<file path="src/rtl/demux_scheduler_if.sv">
// Requester, destination and demultiplexor signals of the demux scheduler.
// The master drives the requests and busy inputs; the slave is the scheduler.
interface demux_scheduler_if;
    logic       req0Valid;
    logic       req0Dest;
    logic [8:0] req0Data;
    logic       req0Ready;
    logic       req1Valid;
    logic       req1Dest;
    logic [8:0] req1Data;
    logic       req1Ready;
    logic       destBusyA;
    logic       destBusyB;
    logic [8:0] muxData;
    logic       muxSel;
    logic       loadA;
    logic       loadB;
    logic       busy;
    logic       dropErr;

    modport master (
        output req0Valid, req0Dest, req0Data,
        output req1Valid, req1Dest, req1Data,
        output destBusyA, destBusyB,
        input  req0Ready, req1Ready,
        input  muxData, muxSel, loadA, loadB, busy, dropErr
    );

    modport slave (
        input  req0Valid, req0Dest, req0Data,
        input  req1Valid, req1Dest, req1Data,
        input  destBusyA, destBusyB,
        output req0Ready, req1Ready,
        output muxData, muxSel, loadA, loadB, busy, dropErr
    );
endinterface

</file>
<file path="src/rtl/demux_scheduler.sv">
// Round-robin sequencer for the 9-bit demultiplexor path: grant, settle,
// then strobe the chosen destination, dropping words stuck behind a busy one.
module demux_scheduler #(
    parameter int unsigned TIMEOUT = 15
) (
    input  logic clk,
    input  logic rst,
    demux_scheduler_if.slave bus
);
    localparam int CW = (TIMEOUT == 0) ? 1 : $clog2(TIMEOUT + 1);
    localparam logic [CW-1:0] LAST = CW'((TIMEOUT == 0) ? 0 : TIMEOUT - 1);

    typedef enum logic [1:0] {
        IDLE,
        SETUP,
        STROBE
    } state_t;

    state_t        state_q;
    logic          lastGrant_q;
    logic          holdDest_q;
    logic [CW-1:0] waitCnt_q;
    logic [8:0]    muxData_q;
    logic          muxSel_q;
    logic          loadA_q;
    logic          loadB_q;
    logic          dropErr_q;

    logic       gnt0;
    logic       gnt1;
    logic [8:0] muxData_d;
    logic       muxSel_d;
    logic       selBusy;
    logic       expired;

    // Both valid: the requester that did not win last time goes next.
    assign gnt0 = (state_q == IDLE) && bus.req0Valid
                  && (!bus.req1Valid || lastGrant_q);
    assign gnt1 = (state_q == IDLE) && bus.req1Valid
                  && (!bus.req0Valid || !lastGrant_q);

    assign muxData_d = gnt1 ? bus.req1Data : bus.req0Data;
    assign muxSel_d  = gnt1 ? bus.req1Dest : bus.req0Dest;

    assign selBusy = holdDest_q ? bus.destBusyB : bus.destBusyA;
    assign expired = (TIMEOUT != 0) && (waitCnt_q == LAST);

    always_ff @(posedge clk) begin
        if (rst) begin
            state_q     <= IDLE;
            lastGrant_q <= 1'b1;
            holdDest_q  <= 1'b0;
            waitCnt_q   <= '0;
            muxData_q   <= '0;
            muxSel_q    <= 1'b0;
            loadA_q     <= 1'b0;
            loadB_q     <= 1'b0;
            dropErr_q   <= 1'b0;
        end else begin
            loadA_q   <= 1'b0;
            loadB_q   <= 1'b0;
            dropErr_q <= 1'b0;
            case (state_q)
                IDLE: begin
                    if (gnt0 || gnt1) begin
                        muxData_q   <= muxData_d;
                        muxSel_q    <= muxSel_d;
                        holdDest_q  <= muxSel_d;
                        lastGrant_q <= gnt1;
                        waitCnt_q   <= '0;
                        state_q     <= SETUP;
                    end
                end
                SETUP: begin
                    if (!selBusy) begin
                        loadA_q <= !holdDest_q;
                        loadB_q <= holdDest_q;
                        state_q <= STROBE;
                    end else if (expired) begin
                        dropErr_q <= 1'b1;
                        state_q   <= IDLE;
                    end else begin
                        waitCnt_q <= waitCnt_q + 1'b1;
                    end
                end
                STROBE: state_q <= IDLE;
                default: state_q <= IDLE;
            endcase
        end
    end

    assign bus.req0Ready = gnt0;
    assign bus.req1Ready = gnt1;
    assign bus.muxData   = muxData_q;
    assign bus.muxSel    = muxSel_q;
    assign bus.loadA     = loadA_q;
    assign bus.loadB     = loadB_q;
    assign bus.dropErr   = dropErr_q;
    assign bus.busy      = (state_q != IDLE);
endmodule
</file>
<file path="src/flat_wrapper.sv">
// flat-port wrapper written by rule: the top's interface ports become plain ports
module demux_scheduler_flat 
#(
    parameter int unsigned TIMEOUT = 15
)
  (clk, rst, bus_req0Valid, bus_req0Dest, bus_req0Data, bus_req1Valid, bus_req1Dest, bus_req1Data, bus_destBusyA, bus_destBusyB, bus_req0Ready, bus_req1Ready, bus_muxData, bus_muxSel, bus_loadA, bus_loadB, bus_busy, bus_dropErr);
  demux_scheduler_if bus_i ();
  input  logic clk;
  input  logic rst;
  input wire logic [$bits(bus_i.req0Valid)-1:0] bus_req0Valid;
  input wire logic [$bits(bus_i.req0Dest)-1:0] bus_req0Dest;
  input wire logic [$bits(bus_i.req0Data)-1:0] bus_req0Data;
  input wire logic [$bits(bus_i.req1Valid)-1:0] bus_req1Valid;
  input wire logic [$bits(bus_i.req1Dest)-1:0] bus_req1Dest;
  input wire logic [$bits(bus_i.req1Data)-1:0] bus_req1Data;
  input wire logic [$bits(bus_i.destBusyA)-1:0] bus_destBusyA;
  input wire logic [$bits(bus_i.destBusyB)-1:0] bus_destBusyB;
  output wire logic [$bits(bus_i.req0Ready)-1:0] bus_req0Ready;
  output wire logic [$bits(bus_i.req1Ready)-1:0] bus_req1Ready;
  output wire logic [$bits(bus_i.muxData)-1:0] bus_muxData;
  output wire logic [$bits(bus_i.muxSel)-1:0] bus_muxSel;
  output wire logic [$bits(bus_i.loadA)-1:0] bus_loadA;
  output wire logic [$bits(bus_i.loadB)-1:0] bus_loadB;
  output wire logic [$bits(bus_i.busy)-1:0] bus_busy;
  output wire logic [$bits(bus_i.dropErr)-1:0] bus_dropErr;
  assign bus_i.req0Valid = bus_req0Valid;
  assign bus_i.req0Dest = bus_req0Dest;
  assign bus_i.req0Data = bus_req0Data;
  assign bus_i.req1Valid = bus_req1Valid;
  assign bus_i.req1Dest = bus_req1Dest;
  assign bus_i.req1Data = bus_req1Data;
  assign bus_i.destBusyA = bus_destBusyA;
  assign bus_i.destBusyB = bus_destBusyB;
  assign bus_req0Ready = bus_i.req0Ready;
  assign bus_req1Ready = bus_i.req1Ready;
  assign bus_muxData = bus_i.muxData;
  assign bus_muxSel = bus_i.muxSel;
  assign bus_loadA = bus_i.loadA;
  assign bus_loadB = bus_i.loadB;
  assign bus_busy = bus_i.busy;
  assign bus_dropErr = bus_i.dropErr;
  demux_scheduler #(.TIMEOUT(TIMEOUT)) u_core (.clk(clk), .rst(rst), .bus(bus_i));
endmodule
</file>
<file path="config.mk">
export PLATFORM = sky130hd
export DESIGN_NAME = demux_scheduler_flat
export DESIGN_NICKNAME = d
export VERILOG_FILES = /design/src/rtl/demux_scheduler_if.sv /design/src/rtl/demux_scheduler.sv /design/src/flat_wrapper.sv
export SDC_FILE = /design/constraint.sdc
export NUM_CORES = 1
export LEC_CHECK = 0
export ABC_CLOCK_PERIOD_IN_PS = 2400
export CORE_UTILIZATION = 43
export DETAILED_ROUTE_END_ITERATION = 10
export GPL_TIMING_DRIVEN = 0
export PLACE_DENSITY_LB_ADDON = 0.08
export RECOVER_POWER = 100
export SETUP_SLACK_MARGIN = 0.2
export SLEW_MARGIN = 5
export SYNTH_ARGS = -nofsm -noshare
export SYNTH_HDL_FRONTEND = slang
export SYNTH_SLANG_ARGS = --single-unit
</file>
<file path="constraint.sdc">
create_clock -name clk -period 2.4 [get_ports clk]
set_input_delay 0.48 -clock clk [delete_from_list [all_inputs] [get_ports clk]]
set_output_delay 0.48 -clock clk [all_outputs]
set_load 0.01 [all_outputs]
</file>
==> summary.txt <==
Floorplan
  • Die W: 47.9 um
  • Total Die Area: around 0.0023 mm2
  • Core area: 0.00196 mm2
  • Row count: 16
  • Initial core utilization: 0.462
  • IO Pins: between 40 and 50
  • Chip height: 47.9 um

Synth
  • Synth Area per Inst: 9.24 um2
  • Async SR Flop Fraction: 0
  • Top post-synthesis cells by area: dfxtp_1, mux2i_1, a211oi_1
  • Share of the synthesized area in the top cell type: 0.442
  • Synth Warn #: 0
  • Synthesized area: 906 um2
  • Post-Syn Instances: 98
  • Most frequent cells after synthesis: dfxtp_1, nor2_1, a211oi_1, mux2i_1
  • Primary FF master, synth: dfxtp_1
  • Number of synthesized register bits: 20
  • Largest area contributor in the netlist: dfxtp_1
  • Cell with the most instances after synthesis: dfxtp_1
  • EDFF count, synth: 0
  • Synth unique cells: 29
  • Syn Nets: around 130
  • Seq/Total Area, Yosys: 0.442

Global routing
  • Gr ovfl total: 0
  • Initial antenna violation count: 0
  • Global-route usage over all layers: 0.211
  • Vias in the first global route: 804
  • Largest net degree at the start of global routing: 12
  • First-pass GRT wire length: approximately 3300 um

Job
  • Max Cap Viol: 0

Pwr
  • Power Dens Cells: 583 mW/mm2
  • Power consumption: between 700 and 800 uW
  • Leakage dissipation: 0.606 nW
  • Worst IR drop on VDD: 0.343 mV

Min path
  • Min-Delay Path Class: flop to flop
  • Hold Crit Start: u_core.lastGrant_q

Final layout
  • Antenna Cells: 0
  • Area Overhead vs Synth: 50.8%
  • Register area: 400 um2
  • Nets: 171
  • Layout Cells excl Fill: 169
  • Multi-input gate area: 452 um2
  • Filler Cell Count: 183
  • Layout cells sized above 1: 0.0775

CTS
  • CTS tree: yes
  • Clock latency on the worst-skew pair: around 0.30 ns
  • CTS root buffer: clkbuf_4
  • Post-CTS setup repair buffer count: 0
  • CTS H-tree depth: 1
  • # hold bufs at CTS: 0
  • CTS Sinks: 20
  • Clock buffer depth: 2
  • Clock transition at path regs: between 0.1 and 0.15 ns
  • Total CTS buffers: 3

Timing
  • Worst-case headroom to the max-slew limit: 0.674
  • Hold WS: 0.502 ns
  • RSZ-0062 raised after global routing: no
  • Post-route minimum period: 2.18 ns
  • PnR worst setup slack: 0.220 ns
  • Maximum clock rate: 459 MHz
  • Period utilisation layout: 0.908
  • Setup-failing EPs final: 0
  • Worst Tran Pin Value: 0.489 ns
  • Clk_skew: 0.00546 ns
  • Slew Limit Fails: 0
  • Final Hold Fails: 0

Critical path
  • CP delay by family, top: buffers and inverters
  • Count of buffer and inverter cells on the critical path: 4
  • CP startpoint kind: primary input
  • Reg-to-reg slack, setup: 0.81 ns
  • Reg-to-reg startpoint: u_core.state_q[1]
  • CP max stage delay: just under 0.6 ns
  • Cell chain of the critical path: dlygate4sd3_1 > nand3_2 > buf_8 > inv_1 > dlygate4sd2_1
  • Crit. End Element: output port
  • Critical path's slowest cell: dlygate4sd3_1
  • Critical Path AT: roughly 1.7 ns
  • Crit path from: bus_req1Valid
  • Required time worst endpoint: about 1.9 ns
  • WS Path Type: primary input to output port
  • Crit-path max FO: 10

Status
  • Status: finished clean

Routing
  • TritonRoute pass-1 iters: 4
  • Remaining DRCs: 0
  • DR vias: 875
  • Wire per inst: 12.8 um
  • Avg Vias per Cell: 5.18
  • Final WL: approximately 2200 um
  • Initial DRC Count: 16
  • DRT antenna net count: 0

Placement
  • I/O Buffers: 40
  • Routability congestion estimate from global placement: 0.721
  • Pre-CTS WS: -0.0148 ns
  • HPWL Detailed: 1680 um
  • Cells after DPL: 165
[worst min-delay path, cell delays in order, from the launching register on]
cell and delay, ns:
dfxtp_1 0.36, a21oi_1 0.07, nand2_1 0.06
[cells by family (layout without fill, tap and decap cells)]
kind of cell / count (synthesis) / in the layout / share of synthesized area
and+or+nand+nor: 38 / 38 / 0.217
DFF: 20 / 20 / 0.442
AOI/OAI and AO/OA: 18 / 18 / 0.142
muxes: 11 / 11 / 0.127
buffers and inverters: 9 / 53 / 0.0442
adders and majority gates: 2 / 2 / 0.0276
[flip-flops by register name, indices dropped and copies added (netlist names)]
| name | cells |
|---|---|
| u_core.bus.muxSel | 1 |
| u_core.lastGrant_q | 1 |
| u_core.waitCnt_q | 4 |
| u_core.bus.muxData | 9 |
| u_core.state_q | 2 |
| u_core.bus.loadB | 1 |
| u_core.bus.loadA | 1 |
| u_core.bus.dropErr | 1 |
[path summary, 6_finish.rpt]
check | endpoint | depth (start not counted)
max | bus_req1Ready | 5
min | u_core.lastGrant_q | 2
max reg2reg | u_core.bus.muxData[3] | 5
min reg2reg | u_core.lastGrant_q | 2
[power by group]
part	internal (mW)	total, mW	switching (mW)	leakage (nW)
clock network	0.0925	0.201	0.108	0.0210
registers	0.361	0.377	0.0165	0.165
logic	0.117	0.219	0.102	0.421
[cells in the final DEF, fill, tap and decap left out]
cell type        Yosys  routed
clkbuf_4             0       3
or3_1                2       2
dlygate4sd3_1        0      15
buf_8                0       1
nand2_1              5       5
nor3_2               1       1
and2_2               1       1
inv_1                4       4
mux2i_1             10      10
and2b_4              1       1
clkdlybuf4s50_1      0      23
nor2_1              13      14
clkbuf_8             0       1
and2_0               0       1
nor4_1               1       1
dfxtp_1             20      20
a32oi_1              0       1
nand3_1              5       5
mux2_1               0       1
or2_0                0       1
nand2_2              1       1
nand3_2              1       1
a21oi_1              3       3
dlygate4sd2_1        0       2
clkbuf_1             2       3
nor3_1               2       2
ha_1                 2       2
o21ai_0              2       2
buf_2                2       1
nand2b_1             1       1
a31oi_1              2       2
nand4_1              1       1
a211oi_1            10      10
[timing repair]
item	in CTS	in global routing
pin swaps	0	0
resized for setup	3	1
setup endpoints to repair	2	1
[metal layers]
layer / vias to the layer above / wire length (um) / global-route usage
li1: 435 / - / -
met1: 402 / 843 / 0.255
met2: 34 / 1150 / 0.365
met3: 4 / 146 / 0.0377
met4: 0 / 23 / 0.0944
met5: - / 0 / 0
[through the flow]
stage	cell area [um2]	TNS, ns	utilization
final	1370	0	0.696
after global routing	1370	0	0.696
after CTS	1380	0	0.702
after detailed placement	1340	-0.0148	0.683
after global placement	1340	0	0.683
after floorplan	906	0	-
[final cells by class]
type / count / share of cell area
multi-input combinational: 69 / 0.331
sequential: 20 / 0.293
timing repair buffer: 40 / 0.291
clock buffer: 4 / 0.0266
tap: 27 / 0.0247
buffer: 5 / 0.0229
inverter: 4 / 0.0110
Power figures use the tool's default switching activity.
